===== src/rtl/aes_session_controller_if.sv =====
// Handshake bundle between the AES session sequencer and the serial RX/TX units and crypto engines.
// The controller connects through the slave modport; the environment driving it uses the master modport.
interface aes_session_controller_if #(
    parameter int BLK_W = 8
);
    logic             ProgramSelector;
    logic [BLK_W-1:0] NumBlocks;
    logic             KeyNew;
    logic             SerialReadRy;
    logic             SerialKeyRy;
    logic             KeyRy;
    logic             EncRy;
    logic             DecRy;
    logic             OutRy;
    logic             SerialWriteRy;

    logic             SerialReadEn;
    logic             KeyEn;
    logic             EncEn;
    logic             DecEn;
    logic             OutEn;
    logic             SerialWriteEn;
    logic             RstKey;
    logic             RstEncryptor;
    logic             ProgramRunning;
    logic [BLK_W-1:0] BlkIdx;
    logic             Done;
    logic             Error;

    modport master (
        output ProgramSelector, NumBlocks, KeyNew, SerialReadRy, SerialKeyRy,
               KeyRy, EncRy, DecRy, OutRy, SerialWriteRy,
        input  SerialReadEn, KeyEn, EncEn, DecEn, OutEn, SerialWriteEn,
               RstKey, RstEncryptor, ProgramRunning, BlkIdx, Done, Error
    );

    modport slave (
        input  ProgramSelector, NumBlocks, KeyNew, SerialReadRy, SerialKeyRy,
               KeyRy, EncRy, DecRy, OutRy, SerialWriteRy,
        output SerialReadEn, KeyEn, EncEn, DecEn, OutEn, SerialWriteEn,
               RstKey, RstEncryptor, ProgramRunning, BlkIdx, Done, Error
    );
endinterface


===== src/rtl/aes_session_controller.sv =====
// AES session sequencer: one key expansion per session (skipped while the key stays valid), then
// read -> encrypt/decrypt -> output -> write per block. Define AES_CTRL_TIMEOUT_EN for the watchdog/ERR state.
module aes_session_controller #(
    parameter int BLK_W      = 8,
    parameter int TMO_W      = 16,
    parameter int TMO_CYCLES = 50000
) (
    input logic                     Clk,
    input logic                     Rst,
    aes_session_controller_if.slave bus
);
    typedef enum logic [2:0] {
        IDLE  = 3'd0,
        READ  = 3'd1,
        KEY   = 3'd2,
        ENC   = 3'd3,
        DEC   = 3'd4,
        OUT   = 3'd5,
        WRITE = 3'd6,
        ERR   = 3'd7
    } state_e;

    if (TMO_CYCLES < 1 || TMO_CYCLES >= (2 ** TMO_W)) begin : gBadTmoCycles
        $error("TMO_CYCLES must lie in [1, 2**TMO_W)");
    end

    state_e           state_q, state_d;
    logic             mode_q, mode_d;
    logic [BLK_W-1:0] total_q, total_d;
    logic [BLK_W-1:0] blkIdx_q, blkIdx_d;
    logic             keyValid_q, keyValid_d;
    logic             running_q, running_d;
    logic             rstKey_q, rstKey_d;
    logic             rstEnc_q, rstEnc_d;
    logic             done_q, done_d;
    logic [5:0]       en_q, en_d;
`ifdef AES_CTRL_TIMEOUT_EN
    logic             error_q, error_d;
    logic [TMO_W-1:0] tmo_q, tmo_d;
`endif

    always_comb begin
        state_d    = state_q;
        mode_d     = mode_q;
        total_d    = total_q;
        blkIdx_d   = blkIdx_q;
        keyValid_d = keyValid_q;
        running_d  = running_q;
        rstKey_d   = 1'b0;
        rstEnc_d   = 1'b0;
        done_d     = 1'b0;

        case (state_q)
            IDLE: begin
                state_d  = READ;
                blkIdx_d = '0;
                mode_d   = bus.ProgramSelector;
                total_d  = (bus.NumBlocks == '0) ? BLK_W'(1) : bus.NumBlocks;
            end
            // The key-ready qualifier only matters for the first block of a session.
            READ: begin
                if (bus.SerialReadRy && (blkIdx_q != '0 || bus.SerialKeyRy)) begin
                    running_d = 1'b1;
                    if (blkIdx_q == '0 && (bus.KeyNew || !keyValid_q)) begin
                        state_d  = KEY;
                        rstKey_d = 1'b1;
                    end else begin
                        state_d  = mode_q ? ENC : DEC;
                        rstEnc_d = 1'b1;
                    end
                end
            end
            KEY: begin
                if (bus.KeyRy) begin
                    keyValid_d = 1'b1;
                    state_d    = mode_q ? ENC : DEC;
                    rstEnc_d   = 1'b1;
                end
            end
            ENC: if (bus.EncRy) state_d = OUT;
            DEC: if (bus.DecRy) state_d = OUT;
            OUT: if (bus.OutRy) state_d = WRITE;
            WRITE: begin
                if (bus.SerialWriteRy) begin
                    if (blkIdx_q == total_q - BLK_W'(1)) begin
                        done_d    = 1'b1;
                        running_d = 1'b0;
                        state_d   = IDLE;
                    end else begin
                        blkIdx_d = blkIdx_q + BLK_W'(1);
                        state_d  = READ;
                    end
                end
            end
`ifdef AES_CTRL_TIMEOUT_EN
            ERR:     state_d = ERR;
`else
            ERR:     state_d = IDLE;
`endif
            default: state_d = IDLE;
        endcase

`ifdef AES_CTRL_TIMEOUT_EN
        // Counter restarts on every state change; READ and IDLE never time out.
        error_d = error_q;
        tmo_d   = '0;
        if (state_d == state_q && state_q inside {KEY, ENC, DEC, OUT, WRITE}) begin
            if (tmo_q == TMO_W'(TMO_CYCLES - 1)) begin
                state_d   = ERR;
                error_d   = 1'b1;
                running_d = 1'b0;
            end else begin
                tmo_d = tmo_q + TMO_W'(1);
            end
        end
`endif

        en_d = '0;
        case (state_d)
            READ:    en_d = 6'b000001;
            KEY:     en_d = 6'b000010;
            ENC:     en_d = 6'b000100;
            DEC:     en_d = 6'b001000;
            OUT:     en_d = 6'b010000;
            WRITE:   en_d = 6'b100000;
            default: en_d = '0;
        endcase
    end

    always_ff @(posedge Clk) begin
        if (Rst) begin
            state_q    <= IDLE;
            mode_q     <= 1'b0;
            total_q    <= '0;
            blkIdx_q   <= '0;
            keyValid_q <= 1'b0;
            running_q  <= 1'b0;
            rstKey_q   <= 1'b0;
            rstEnc_q   <= 1'b0;
            done_q     <= 1'b0;
            en_q       <= '0;
`ifdef AES_CTRL_TIMEOUT_EN
            error_q    <= 1'b0;
            tmo_q      <= '0;
`endif
        end else begin
            state_q    <= state_d;
            mode_q     <= mode_d;
            total_q    <= total_d;
            blkIdx_q   <= blkIdx_d;
            keyValid_q <= keyValid_d;
            running_q  <= running_d;
            rstKey_q   <= rstKey_d;
            rstEnc_q   <= rstEnc_d;
            done_q     <= done_d;
            en_q       <= en_d;
`ifdef AES_CTRL_TIMEOUT_EN
            error_q    <= error_d;
            tmo_q      <= tmo_d;
`endif
        end
    end

    assign bus.SerialReadEn   = en_q[0];
    assign bus.KeyEn          = en_q[1];
    assign bus.EncEn          = en_q[2];
    assign bus.DecEn          = en_q[3];
    assign bus.OutEn          = en_q[4];
    assign bus.SerialWriteEn  = en_q[5];
    assign bus.RstKey         = rstKey_q;
    assign bus.RstEncryptor   = rstEnc_q;
    assign bus.ProgramRunning = running_q;
    assign bus.BlkIdx         = blkIdx_q;
    assign bus.Done           = done_q;
`ifdef AES_CTRL_TIMEOUT_EN
    assign bus.Error          = error_q;
`else
    assign bus.Error          = 1'b0;
`endif
endmodule


===== src/flat_wrapper.sv =====
// flat-port wrapper written by rule: the top's interface ports become plain ports
module aes_session_controller_flat 
#(
    parameter int BLK_W      = 8,
    parameter int TMO_W      = 16,
    parameter int TMO_CYCLES = 50000
)
  (Clk, Rst, bus_ProgramSelector, bus_NumBlocks, bus_KeyNew, bus_SerialReadRy, bus_SerialKeyRy, bus_KeyRy, bus_EncRy, bus_DecRy, bus_OutRy, bus_SerialWriteRy, bus_SerialReadEn, bus_KeyEn, bus_EncEn, bus_DecEn, bus_OutEn, bus_SerialWriteEn, bus_RstKey, bus_RstEncryptor, bus_ProgramRunning, bus_BlkIdx, bus_Done, bus_Error);
  aes_session_controller_if #(.BLK_W(BLK_W)) bus_i ();
  input logic Clk;
  input logic Rst;
  input wire logic [$bits(bus_i.ProgramSelector)-1:0] bus_ProgramSelector;
  input wire logic [$bits(bus_i.NumBlocks)-1:0] bus_NumBlocks;
  input wire logic [$bits(bus_i.KeyNew)-1:0] bus_KeyNew;
  input wire logic [$bits(bus_i.SerialReadRy)-1:0] bus_SerialReadRy;
  input wire logic [$bits(bus_i.SerialKeyRy)-1:0] bus_SerialKeyRy;
  input wire logic [$bits(bus_i.KeyRy)-1:0] bus_KeyRy;
  input wire logic [$bits(bus_i.EncRy)-1:0] bus_EncRy;
  input wire logic [$bits(bus_i.DecRy)-1:0] bus_DecRy;
  input wire logic [$bits(bus_i.OutRy)-1:0] bus_OutRy;
  input wire logic [$bits(bus_i.SerialWriteRy)-1:0] bus_SerialWriteRy;
  output wire logic [$bits(bus_i.SerialReadEn)-1:0] bus_SerialReadEn;
  output wire logic [$bits(bus_i.KeyEn)-1:0] bus_KeyEn;
  output wire logic [$bits(bus_i.EncEn)-1:0] bus_EncEn;
  output wire logic [$bits(bus_i.DecEn)-1:0] bus_DecEn;
  output wire logic [$bits(bus_i.OutEn)-1:0] bus_OutEn;
  output wire logic [$bits(bus_i.SerialWriteEn)-1:0] bus_SerialWriteEn;
  output wire logic [$bits(bus_i.RstKey)-1:0] bus_RstKey;
  output wire logic [$bits(bus_i.RstEncryptor)-1:0] bus_RstEncryptor;
  output wire logic [$bits(bus_i.ProgramRunning)-1:0] bus_ProgramRunning;
  output wire logic [$bits(bus_i.BlkIdx)-1:0] bus_BlkIdx;
  output wire logic [$bits(bus_i.Done)-1:0] bus_Done;
  output wire logic [$bits(bus_i.Error)-1:0] bus_Error;
  assign bus_i.ProgramSelector = bus_ProgramSelector;
  assign bus_i.NumBlocks = bus_NumBlocks;
  assign bus_i.KeyNew = bus_KeyNew;
  assign bus_i.SerialReadRy = bus_SerialReadRy;
  assign bus_i.SerialKeyRy = bus_SerialKeyRy;
  assign bus_i.KeyRy = bus_KeyRy;
  assign bus_i.EncRy = bus_EncRy;
  assign bus_i.DecRy = bus_DecRy;
  assign bus_i.OutRy = bus_OutRy;
  assign bus_i.SerialWriteRy = bus_SerialWriteRy;
  assign bus_SerialReadEn = bus_i.SerialReadEn;
  assign bus_KeyEn = bus_i.KeyEn;
  assign bus_EncEn = bus_i.EncEn;
  assign bus_DecEn = bus_i.DecEn;
  assign bus_OutEn = bus_i.OutEn;
  assign bus_SerialWriteEn = bus_i.SerialWriteEn;
  assign bus_RstKey = bus_i.RstKey;
  assign bus_RstEncryptor = bus_i.RstEncryptor;
  assign bus_ProgramRunning = bus_i.ProgramRunning;
  assign bus_BlkIdx = bus_i.BlkIdx;
  assign bus_Done = bus_i.Done;
  assign bus_Error = bus_i.Error;
  aes_session_controller #(.BLK_W(BLK_W), .TMO_W(TMO_W), .TMO_CYCLES(TMO_CYCLES)) u_core (.Clk(Clk), .Rst(Rst), .bus(bus_i));
endmodule

===== config.mk =====
export PLATFORM = sky130hd
export DESIGN_NAME = aes_session_controller_flat
export DESIGN_NICKNAME = d
export VERILOG_FILES = /design/src/rtl/aes_session_controller_if.sv /design/src/rtl/aes_session_controller.sv /design/src/flat_wrapper.sv
export SDC_FILE = /design/constraint.sdc
export NUM_CORES = 1
export LEC_CHECK = 0
export CAP_MARGIN = 20
export CORE_MARGIN = 1
export CORE_UTILIZATION = 50
export DETAILED_ROUTE_END_ITERATION = 6
export HOLD_SLACK_MARGIN = 0.02
export PLACE_DENSITY = 0.77
export SYNTH_ARGS = -nofsm -noshare
export SYNTH_HDL_FRONTEND = slang
export SYNTH_SLANG_ARGS = --single-unit
export TNS_END_PERCENT = 20

===== constraint.sdc =====
create_clock -name Clk -period 3.2 [get_ports Clk]
set_input_delay 0.32 -clock Clk [delete_from_list [all_inputs] [get_ports Clk]]
set_output_delay 0.32 -clock Clk [all_outputs]
set_load 0.02 [all_outputs]

==> reports/qor.yml, run 1 <==
drc: 0
start_util_pct: 52.0
setup_slack_ps: 426
path_cells: "inv_1, ha_1, or3b_2, nor3_1, xnor2_1, a2111o_1, nor4b_1, mux2i_1"
critPathArrivalTime_ps: 3050
cts_tree: "built"
fillers: 303
io_pins: 38
clkSinkCount: 31
seqPwrFrac_pct: 47.0
cts-root-buf: "clkbuf_4"
core_region_area_um2: 3340
setup_viol: 0
ir_drop_mv: 0.273
ctsResizeCount: 0
fin_util_pct: 65.8
rsz0062_at_grt: "no"
synth_fa_ha_area_share_pct: 2.16
dpl-instance-area_um2: 2110
required_ps: 3470
placed_cells: 285
swShare_pct: 26.1
clock_path_buffers: 2
synthCells: 214
htreeDepth: 2
pre_cts_ws_ps: 507
synth_top_family_by_area: "simple AND/OR/NAND/NOR gates"
grt_max_degree: 19
seq_area_frac_synth_pct: 35.8
port_buffers: 36
syn2layout_area_growth_pct: 26.6
endpoint_kind: "register"
worstSkewPairLatency_ps: 350
synthMuxAreaShare_pct: 0.577
drv_slew: 0
wl_mm: 4.09
gp_congestion: 0.817
cp-start-kind: "register"
first_pass_iters: 4
synthArstFlopShare_pct: 0
chipHeight_um: 60.9
power.internal_uw: 655
crit_type: "reg2reg"
grt_usage_pct: 26.1
grt_pass1_vias: 1492
dp_hpwl_mm: 2.96
synth_most_common_cell: "dfxtp_1"
detail_route.wl_per_cell_um: 14.0
clock_skew_ps: 12.7
syn_area_um2: 1730
ys_ff_latch: 31
power_density_nw_per_um2: 403
num_rows: 21
power.share.combinational_pct: 16.1
synth_compound_area_share_pct: 20.4
drive_gt1_share_pct: 10.1
synthesis.nets: 236
crit_fanout: 18
cts_buffers: 5
hold_viol_final: 0
final_antenna_net_count: 0
fin_nets: 268
vias: 1678
pwr-share-clk_pct: 36.9
viasPerCell: 5.73
ys_warn_count: 0
yosys-top-cells-area: "dfxtp_1 (36%), nand2_1 (5.8%), a21oi_1 (4.6%), inv_1 (3.5%), nor3_1 (3.2%)"
synthSimpleGateAreaFrac_pct: 29.1
outcome: "complete, no violations"
synth_xor_area_share_pct: 4.55
drv_cap: 0
synth_edf_count: 0
antenna_found_initial: 0
slowest_stage: "a2111o_1"
switchingPower_uw: 231
tightest_slew_ps: 1010
p_leak_nw: 0.822
synth_cell_type_count: 51
setup_tns_ps: 0
postCtsSetupBuffers: 0
die_w_um: 60.9
final_cells: 293
dieArea_um2: 3710
postSynthAreaPerCell_um2: 8.10
ctsHoldBuffers: 0
clk_pin_slew_ps: 110
yosys.area.top_type: "dfxtp_1"
design_area_um2: 2200
critPathMaxStageDelay_ps: 550
dr.first_iter.drc_count: 82
yosysTopAreaCellShare_pct: 35.8
grt_pass1_wl_mm: 6.95
finalPower_uw: 886
synth-main-ff-cell: "dfxtp_1"
synthTopCellsByCount: "dfxtp_1 (31), nand2_1 (27), a21oi_1 (16), inv_1 (16), nor2_1 (12)"
hold_path.class: "reg2reg"
whs_ps: 477
slew_headroom_pct: 32.3
fmax_ghz: 0.361
finalCriticalPeriod_ps: 2770
overflow: 0
finalCritPeriodShare_pct: 86.7
diodes: 0
[cell usage in the layout (no fill, tap or decap), types with 4 or more instances in the layout]
cell type and instances:
dfxtp_1 31, xnor2_1 6, inv_1 16, clkbuf_4 5, o21ai_0 6, clkdlybuf4s50_1 36, nor3_1 11, nand2_1 27
a211oi_1 5, and3_1 4, nor2_1 12, nand3_1 10, a21oi_1 16, a31o_2 4
[state kept, by name (all words and copies together) (netlist names)]
register                   flops
u_core.bus.BlkIdx              8
u_core.bus.Done                1
u_core.bus.ProgramRunning      1
u_core.bus.RstEncryptor        1
u_core.bus.RstKey              1
u_core.en_q                    6
u_core.keyValid_q              1
u_core.mode_q                  1
u_core.state_q                 3
u_core.total_q                 8
[critical path, delay by kind of cell (launching register included)]
| kind | cells | cell delay (ps) |
|---|---|---|
| buffers and inverters | 1 | 90 |
| DFF | 1 | 360 |
| adders and majority gates | 1 | 230 |
| AOI/OAI and AO/OA | 1 | 550 |
| muxes | 1 | 230 |
| and+or+nand+nor | 3 | 1050 |
| xor gates and xnor gates | 1 | 180 |
[cell families (layout without fill, tap and decap cells)]
| group | Yosys count | after routing |
|---|---|---|
| simple gates | 90 | 90 |
| compound gates | 49 | 49 |
| flops | 31 | 31 |
| buf+inv | 30 | 63 |
| xor+xnor | 9 | 9 |
| fa+ha+maj | 3 | 3 |
| other cells | 1 | 1 |
| mux | 1 | 1 |
[layer usage]
layer / GRT usage (%) / share of wire (%)
met1: 30.7 / 43
met2: 43.3 / 49
met3: 6.82 / 5.0
met5: 0 / 0
met4: 14.3 / 2.6
[power groups by stage]
stage | registers [mW] | logic [mW] | clock network (mW)
final | 0.417 | 0.142 | 0.327
after global routing | 0.419 | 0.157 | 0.350
after CTS | 0.416 | 0.143 | 0.334
after detailed placement | 0.425 | 0.141 | 0
after global placement | 0.425 | 0.137 | 0
after floorplan | 0.422 | 0.0934 | 0
[cell type report]
| cell class | instances | area [um^2] | share of cell area (%) |
|---|---|---|---|
| Clock inverter | 2 | 35.0 | 1.60 |
| Inverter | 16 | 60.1 | 2.74 |
| Clock buffer | 6 | 51.3 | 2.34 |
| Multi-Input combinational cell | 153 | 988 | 45.0 |
| Tap cell | 46 | 57.6 | 2.62 |
| Timing Repair Buffer | 39 | 383 | 17.4 |
| Sequential cell | 31 | 621 | 28.3 |
[final timing paths]
| check | from | endpoint | slack (ps) | cells after the start |
|---|---|---|---|---|
| max | u_core.total_q[0] | u_core.bus.BlkIdx[6] | 430 | 8 |
| max reg2reg | u_core.total_q[0] | u_core.bus.BlkIdx[6] | 430 | 8 |
| min reg2reg | u_core.total_q[7] | u_core.total_q[7] | 480 | 2 |
| min | u_core.total_q[7] | u_core.total_q[7] | 480 | 2 |
No activity file was read; power rests on OpenSTA's default activity.
==> run 2, diff against run 1 <==
- CTS_CLUSTER_SIZE: unset -> 16
==> results of run 2 <==
Final layout, timing and power as in run 1 (identical DEF).
==> run 3, diff against run 2 <==
- SLEW_MARGIN: unset -> 20
==> results of run 3 <==
Final layout, timing and power as in run 1 (identical DEF).
